File: src/rtl/spi_pkg.sv
// Shared types for the SPI master frame generator: FSM states, the
// {CPOL,CPHA} mode pair and the four standard mode constants.
package spi_pkg;

    typedef enum logic [1:0] {
        ST_IDLE  = 2'd0,
        ST_FRONT = 2'd1,
        ST_SHIFT = 2'd2,
        ST_BACK  = 2'd3
    } state_t;

    typedef struct packed {
        logic cpol;
        logic cpha;
    } mode_t;

    localparam mode_t MODE0 = '{cpol: 1'b0, cpha: 1'b0};
    localparam mode_t MODE1 = '{cpol: 1'b0, cpha: 1'b1};
    localparam mode_t MODE2 = '{cpol: 1'b1, cpha: 1'b0};
    localparam mode_t MODE3 = '{cpol: 1'b1, cpha: 1'b1};

endpackage

File: src/rtl/spi_sclk_gen.sv
// SCLK divider: counts half-periods of H clk cycles, drives SCLK and
// reports whether the edge produced on a tick is leading or trailing.
module spi_sclk_gen #(
    parameter int DIV_LOG2 = 5
) (
    input  logic clk,
    input  logic rst,
    input  logic start,
    input  logic cpol,
    input  logic run,
    input  logic edge_en,
    output logic sclk,
    output logic tick,
    output logic pre_tick,
    output logic lead,
    output logic trail
);

    localparam int CW = DIV_LOG2 - 1;
    localparam int HALF = 1 << CW;
    localparam logic [CW-1:0] LAST = CW'(HALF - 1);
    localparam logic [CW-1:0] PRE  = CW'(HALF - 2);

    logic [CW-1:0] cnt;
    logic          cpol_q;

    always_ff @(posedge clk or posedge rst) begin
        if (rst) begin
            cnt    <= '0;
            sclk   <= 1'b0;
            cpol_q <= 1'b0;
        end else if (start) begin
            cnt    <= '0;
            sclk   <= cpol;
            cpol_q <= cpol;
        end else if (run) begin
            cnt <= cnt + CW'(1);
            if (tick && edge_en) begin
                sclk <= ~sclk;
            end
        end
    end

    assign tick     = run && (cnt == LAST);
    assign pre_tick = run && (cnt == PRE);
    // An edge leaving the idle level is the leading edge of a bit cell.
    assign lead  = tick && edge_en && (sclk == cpol_q);
    assign trail = tick && edge_en && (sclk != cpol_q);

endmodule

File: src/rtl/spi_mnrch_gen.sv
// SPI master: one frame per accepted request, FRONT/SHIFT/BACK phases of
// H clk cycles each, MSB-first transmit and right-aligned receive.
module spi_mnrch_gen
    import spi_pkg::*;
#(
    parameter int WIDTH    = 16,
    parameter int DIV_LOG2 = 5,
    parameter int NUM_SS   = 2
) (
    input  logic                                         clk,
    input  logic                                         rst,
    input  logic                                         snd,
    input  logic [WIDTH-1:0]                             cmd,
    input  logic [$clog2(WIDTH+1)-1:0]                   len,
    input  logic [1:0]                                   mode,
    input  logic [((NUM_SS > 1) ? $clog2(NUM_SS) : 1)-1:0] ss_sel,
    input  logic                                         MISO,
    output logic [NUM_SS-1:0]                            SS_n,
    output logic                                         SCLK,
    output logic                                         MOSI,
    output logic                                         busy,
    output logic                                         done,
    output logic [WIDTH-1:0]                             resp,
    output logic [1:0]                                   dbg_state
);

    localparam int LW = $clog2(WIDTH + 1);
    localparam int SW = (NUM_SS > 1) ? $clog2(NUM_SS) : 1;
    localparam int EW = $clog2(2 * WIDTH + 1);

    state_t            state, state_n;
    mode_t             mode_in;
    logic              cpha_q;
    logic [LW-1:0]     len_q, len_eff, bit_cnt;
    logic [EW-1:0]     edge_cnt, two_len;
    logic [WIDTH-1:0]  tx_sr, rx_sr;
    logic [NUM_SS-1:0] ss_dec;
    logic              sample_pend;
    logic              accept, edge_req;
    logic              tick, pre_tick, lead, trail;
    logic              samp_edge, mosi_adv;

    assign mode_in   = mode;
    assign len_eff   = ((len == '0) || (len > LW'(WIDTH))) ? LW'(WIDTH) : len;
    assign two_len   = EW'({len_q, 1'b0});
    assign busy      = (state != ST_IDLE);
    assign dbg_state = state;

    always_comb begin
        ss_dec = '0;
        for (int i = 0; i < NUM_SS; i++) begin
            if (ss_sel == SW'(i)) begin
                ss_dec[i] = 1'b1;
            end
        end
    end

    spi_sclk_gen #(.DIV_LOG2(DIV_LOG2)) u_sclk (
        .clk      (clk),
        .rst      (rst),
        .start    (accept),
        .cpol     (mode_in.cpol),
        .run      (busy),
        .edge_en  (edge_req),
        .sclk     (SCLK),
        .tick     (tick),
        .pre_tick (pre_tick),
        .lead     (lead),
        .trail    (trail)
    );

    always_ff @(posedge clk or posedge rst) begin
        if (rst) begin
            state <= ST_IDLE;
        end else begin
            state <= state_n;
        end
    end

    always_comb begin
        state_n  = state;
        accept   = 1'b0;
        edge_req = 1'b0;
        case (state)
            ST_IDLE: begin
                if (snd) begin
                    accept  = 1'b1;
                    state_n = ST_FRONT;
                end
            end
            ST_FRONT: begin
                edge_req = 1'b1;
                if (tick) begin
                    state_n = ST_SHIFT;
                end
            end
            ST_SHIFT: begin
                edge_req = (edge_cnt < two_len);
                if (tick && (edge_cnt == two_len) && (bit_cnt == len_q)) begin
                    state_n = ST_BACK;
                end
            end
            ST_BACK: begin
                if (tick) begin
                    state_n = ST_IDLE;
                end
            end
            default: state_n = ST_IDLE;
        endcase
    end

    // CPHA=0 keeps the last bit on MOSI through the final trailing edge.
    assign samp_edge = cpha_q ? trail : lead;
    assign mosi_adv  = cpha_q ? lead
                              : (trail && (edge_cnt != (two_len - EW'(1))));

    always_ff @(posedge clk or posedge rst) begin
        if (rst) begin
            cpha_q      <= 1'b0;
            len_q       <= '0;
            bit_cnt     <= '0;
            edge_cnt    <= '0;
            tx_sr       <= '0;
            rx_sr       <= '0;
            sample_pend <= 1'b0;
            SS_n        <= '1;
            MOSI        <= 1'b0;
            done        <= 1'b0;
            resp        <= '0;
        end else begin
            done <= (state == ST_BACK) && pre_tick;
            if (accept) begin
                cpha_q      <= mode_in.cpha;
                len_q       <= len_eff;
                bit_cnt     <= '0;
                edge_cnt    <= '0;
                tx_sr       <= mode_in.cpha ? cmd : (cmd << 1);
                rx_sr       <= '0;
                sample_pend <= 1'b0;
                SS_n        <= ~ss_dec;
                MOSI        <= cmd[WIDTH-1];
            end else begin
                sample_pend <= samp_edge;
                if (lead || trail) begin
                    edge_cnt <= edge_cnt + EW'(1);
                end
                if (mosi_adv) begin
                    MOSI  <= tx_sr[WIDTH-1];
                    tx_sr <= tx_sr << 1;
                end
                // MISO is taken one clk after the sampling edge reaches SCLK.
                if (sample_pend) begin
                    rx_sr   <= {rx_sr[WIDTH-2:0], MISO};
                    bit_cnt <= bit_cnt + LW'(1);
                end
                if ((state == ST_BACK) && pre_tick) begin
                    resp <= rx_sr;
                end
                if ((state == ST_BACK) && tick) begin
                    SS_n <= '1;
                end
            end
        end
    end

endmodule

File: config.mk
export PLATFORM = sky130hd
export DESIGN_NAME = spi_mnrch_gen
export DESIGN_NICKNAME = d
export VERILOG_FILES = /design/src/rtl/spi_pkg.sv /design/src/rtl/spi_sclk_gen.sv /design/src/rtl/spi_mnrch_gen.sv
export SDC_FILE = /design/constraint.sdc
export NUM_CORES = 1
export LEC_CHECK = 0
export ABC_AREA = 1
export CORE_UTILIZATION = 36
export CTS_CLUSTER_DIAMETER = 40
export DETAILED_ROUTE_END_ITERATION = 10
export SLEW_MARGIN = 20
export SYNTH_ARGS = -nofsm -noshare
export SYNTH_HDL_FRONTEND = slang
export SYNTH_HIERARCHICAL = 1
export SYNTH_SLANG_ARGS = --single-unit
File: constraint.sdc
create_clock -name clk -period 5.5 [get_ports clk]
set_input_delay 0.55 -clock clk [delete_from_list [all_inputs] [get_ports clk]]
set_output_delay 0.55 -clock clk [all_outputs]
set_load 0.02 [all_outputs]
==> impl_metrics.ini, run 1 <==
[critical_path]
worstPathRequired_ns = 5.78
cp_max_fo = 18
path_buf_inv = 3
critPathTopFamily = simple AND/OR/NAND/NOR gates
timing.rr.start = len_q[2]
crit_path_end_kind = flop
crit_start = len_q[2]
crit_chain = inv_2 > ha_1 > nand2_1 > inv_1 > o21ai_0 > o2111ai_1 > a21boi_0 > and3_1 > nand2_1 > nand2_1 > clkinv_1 > nand2_4 > nand2_1 > nand2_1
slowest_stage = clkinv_1
critPathArrivalTime_ns = 3.33
critical_path_class = reg -> reg
slowest_delay_ns = 0.48
startpoint_type = flop
path_common_cell = nand2_1

[synth]
synth_async_sr_flop_share = 1.000
synth_top_flop_cell = dfrtp_1
syn_nets = 552
ys_top_cells_by_area = dfrtp_1 47%, nand2_1 12%, o21ai_0 9.8%, nand3_1 6.5%, ha_1 5.0%
synth_edf_count = 0
yosysTopAreaCellShare = 0.4732
yosysWarnings = 6
avgSynthCellArea_um2 = 7.911
synthDistinctLibCells = 32
ys_seq_area_frac = 0.4863
syn_area_mm2 = 0.004019
yosysTopAreaCell = dfrtp_1
ys_ff_latch = 78
netlist_instances = 508

[clock_tree]
cts_resized = 0
htreeDepth = 3
ctsHoldBuffers = 0
cts_buffers = 9
clock-sinks = 78
cts.path.max_buffers = 2
cts_tree = built
cts_root_buf = clkbuf_8
clk_latency_ns = 0.34
path_clk_slew_ns = 0.08
cts_setup_buffers = 0

[sta]
finalCritPeriodShare = 0.5550
setup-violations-final = 0
max_clock_freq_mhz = 327.6
skew_ns = 0.01197
min_period_ns = 3.052
slew_viol_final = 0
rsz0062_at_grt = no
setup_tns_ns = 0
worst_pin_slew_ns = 0.9697
relSlewSlack = 0.3528
finalHoldViolCount = 0

[die]
start_util = 0.3707
die_h_um = 107.7
core-area_mm2 = 0.01084
core.rowCount = 38
die_w_um = 107.7
io_pins = 52
die_area_mm2 = 0.01159

[global_route]
grt_usage = 0.1634
grt_start_max_net_pins = 73
gr-total-overflow = 0
grt_pass1_vias = 3239
antenna_found_initial = 0
grt_pass1_wl_um = 14840

[layout]
multiInputGateArea_mm2 = 0.001769
num_antenna_cells = 0
seq_area_mm2 = 0.001954
n_fill_cell = 1126
drive_gt1_frac = 0.06463
nets = 597
area_growth_pct = 19.58
mostFrequentLayoutCells = 127 x nand2_1, 79 x o21ai_0, 76 x dfrtp_1, 52 x nand3_1, 51 x clkdlybuf4s50_1
final_common_cell = nand2_1

[placed_design]
port_buffers = 51
gp_congestion = 0.7959
hpwl_um = 5941

[drt]
drt-pass1-iter-count = 4
drc_errors = 0
via_count = 3340
viasPerCell = 4.792
wire_per_inst_um = 12.39
wl_um = 8634
ant_nets = 0
drt_iter0_drc = 168

[flow_run]
cap_violations = 0

[min_path]
hold_path_class = in -> async

[pwr]
power_leakage_nw = 2.277
power_density_mw_per_mm2 = 413.8
ir_worst_vdd_uv = 157.6
finalPower_mw = 1.989

[status]
status = finished, final reports clean
## cell usage after synthesis (3+ instances only)
cell	instances
inv_1	51
nor2_1	38
a21oi_1	12
nand2_2	3
clkbuf_1	13
nor3_1	7
o21ai_0	79
dfrtp_1	76
nand2_4	3
nand2_1	127
inv_2	3
ha_1	16
nand3_1	52
## logic make-up after synthesis
logic type,Yosys count,synth area share
simple gates,239,0.2581
compound gates,96,0.1236
flops,78,0.4863
buf+inv,75,0.07348
fa+ha+maj,16,0.04981
xor+xnor,4,0.008719
## area by class of cell
| class | count | share of cell area |
|---|---|---|
| sequential | 78 | 0.4067 |
| multi-input combinational | 355 | 0.3681 |
| timing repair buffer | 53 | 0.1093 |
| inverter | 56 | 0.04374 |
| tap | 140 | 0.03645 |
| clock buffer | 10 | 0.02864 |
| clock inverter | 5 | 0.007029 |
## flip-flops by register name (all words and copies together), names as in the netlist, 2 cells and up
signal / count
u_sclk/cnt: 4
dbg_state: 2
tx_sr: 16
edge_cnt: 6
rx_sr: 16
len_q: 5
SS_n: 2
bit_cnt: 5
resp: 16
## report_power, final
part | switching, mW | total (mW) | internal [mW]
sequential | 0.137 | 0.855 | 0.719
combinational | 0.458 | 0.754 | 0.296
clock | 0.206 | 0.379 | 0.174
total | 0.800 | 1.99 | 1.19
## metrics by stage
step | hold slack, ns | std cells | setup slack (ns) | util | area (um^2)
floorplan | 0.3410 | 508 | 3.128 | - | 4019
global placement | 0.4702 | 682 | 2.344 | 0.4275 | 4634
detailed placement | 0.4761 | 682 | 2.303 | 0.4275 | 4634
CTS | 0.4616 | 697 | 2.448 | 0.4433 | 4806
global route | 0.4856 | 697 | 2.050 | 0.4433 | 4806
finish | 0.4741 | 697 | 2.448 | 0.4433 | 4806
## worst paths after layout
check,depth (start not counted),slack [ns],endpoint
min,2,0.47,u_sclk/cnt[1]
min in group clk,2,0.49,resp[12]
min reg2reg,2,0.49,resp[12]
max,14,2.45,MOSI
max reg2reg,14,2.45,MOSI
max in group asynchronous,3,4.03,len_q[3]
## routing by layer
| metal | vias up | part of all wire | wire [um] | global-route usage |
|---|---|---|---|---|
| met3 | 4 | 0.027 | 233 | 0.03148 |
| met2 | 58 | 0.48 | 4147 | 0.2665 |
| met4 | 0 | 0.0079 | 68 | 0.04795 |
| met5 | - | 0 | 0 | 0 |
| met1 | 1549 | 0.48 | 4184 | 0.2198 |
| li1 | 1729 | - | - | - |
No activity file was read; power rests on OpenSTA's default activity.
==> run 2: changes to the inputs <==
clock period = 2.4 ns   (was 5.5 ns; I/O delays follow)
==> impl_metrics.ini, run 2 (synthesis gave the netlist of run 1 again) <==
[pwr]
power_density_mw_per_mm2 = 983.9
power_leakage_nw = 2.443
ir_worst_vdd_uv = 338.6

[critical_path]
startpoint_type = flop
timing.rr.start = len_q[3]
crit_start = len_q[3]
critPathArrivalTime_ns = 2.53
critical_path_class = reg -> reg
worstPathRequired_ns = 2.65
cp_max_fo = 13
crit_path_end_kind = flop

[min_path]
hold_path_class = in -> async

[drt]
ant_nets = 0
drt-pass1-iter-count = 7
wire_per_inst_um = 13.00
via_count = 3577
drt_iter0_drc = 249
viasPerCell = 4.934
wl_um = 9427
drc_errors = 0

[die]
start_util = 0.3707
die_h_um = 107.7
die_area_mm2 = 0.01159
io_pins = 52
die_w_um = 107.7
core-area_mm2 = 0.01084
core.rowCount = 38

[layout]
area_growth_pct = 27.96
reg_top3 = resp (16), rx_sr (16), tx_sr (16)
final_common_cell = nand2_1
fin_cells = 725
num_antenna_cells = 0
drive_gt1_frac = 0.1333
nets = 624
mostFrequentLayoutCells = 127 x nand2_1, 76 x dfrtp_1, 76 x o21ai_0, 51 x clkdlybuf4s50_1, 50 x nand3_1

[clock_tree]
cts_root_buf = clkbuf_8
cts.path.max_buffers = 2
cts_tree = built
clock-sinks = 78
path_clk_slew_ns = 0.08
cts_buffers = 9
clk_latency_ns = 0.36
htreeDepth = 3

[global_route]
grt_pass1_wl_um = 15410
busiest_layer = met2
grt_start_max_net_pins = 44
gr-total-overflow = 0
grt_pass1_vias = 3384
use_met2 = 0.2834
grt_use_met1 = 0.2199
gr-usage-met3 = 0.02300
grt_usage = 0.1688
antenna_found_initial = 0

[placed_design]
place_ws_ns = 0.0003841
port_buffers = 51
dp_cells = 706
gp_congestion = 0.8041
hpwl_um = 6427

[status]
status = finished, final reports clean

[sta]
setup_ws_ns = 0.1286
skew_ns = 0.008529
min_period_ns = 2.271
finalHoldViolCount = 0
slew_viol_final = 0
finalCritPeriodShare = 0.9464
setup-violations-final = 0
worst_pin_slew_ns = 0.5339
max_clock_freq_mhz = 440.2
relSlewSlack = 0.6437

[flow_run]
cap_violations = 0
run 2: cell count changes in the layout (fill, tap and decap cells not counted), moves of 3 or more:
cell	delta
o21ai_0	-3
nor2_2	+3
buf_4	+25
nor2_1	-6
nor2_4	+3
run 2: worst max-delay path, stage by stage (launching register included):
cell and delay (ns):
dfrtp_1 0.37, inv_2 0.06, ha_1 0.28, nand2_1 0.08
inv_2 0.04, o21ai_1 0.06, o2111ai_1 0.12, a21boi_1 0.27
and3_4 0.25, buf_4 0.11, nand2_1 0.04, nand2_1 0.08
inv_2 0.07, buf_4 0.18, nand3_1 0.10, nand2_1 0.05
run 2: power breakdown:
part	leakage (nW)	internal [mW]	switching, mW	total [mW]
Sequential	1.05	1.65	0.256	1.90
Clock	0.114	0.589	0.519	1.11
Combinational	1.28	0.841	1.21	2.05
Total	2.44	3.08	1.98	5.06
run 2: stage by stage:
step | util | instance area (um^2) | power [mW] | setup TNS [ns] | hold slack [ns]
floorplan | - | 4019 | 3.226 | 0 | 0.03096
global placement | 0.4453 | 4827 | 3.848 | 0 | 0.4740
detailed placement | 0.4453 | 4827 | 3.900 | 0 | 0.4723
CTS | 0.4656 | 5047 | 5.022 | 0 | 0.1550
global route | 0.4744 | 5142 | 5.436 | -0.03170 | 0.1667
finish | 0.4744 | 5142 | 5.060 | 0 | 0.1444
run 2: worst paths after layout:
path / end / slack [ns] / cells after the start
setup / recovery: tx_sr[0] / 0.13 / 15
hold / removal: u_sclk/cnt[1] / 0.14 / 2
setup reg to reg: tx_sr[0] / 0.13 / 15
hold reg to reg: resp[2] / 0.49 / 2
max in group asynchronous: resp[5] / 1.60 / 3
min in group clk: SS_n[1] / 0.45 / 2
run 2: repair_timing:
action | CTS | global route
hold buffers | 0 | 0
cloned | 0 | 1
resized for setup | 1 | 21
setup endpoints to repair | 6 | 21
setup buffers | 0 | 2
pin swaps | 0 | 8
run 2: final cells by class:
type | instances | area [um^2]
well taps | 140 | 175.2
clock buffers | 9 | 123.9
clock inverters | 7 | 96.34
repair buffers | 79 | 733.2
multi-input cells | 356 | 1849
flip-flops and latches | 78 | 1954
fillers | 1088 | 5698
inverters | 56 | 210.2
run 2: per-layer routing:
| metal | vias to the layer above | share of wire | routed length (um) |
|---|---|---|---|
| met2 | 92 | 0.47 | 4434 |
| met4 | 0 | 0.015 | 140 |
| met3 | 11 | 0.039 | 366 |
| met1 | 1686 | 0.48 | 4485 |
| met5 | - | 0 | 0 |
| li1 | 1788 | - | - |
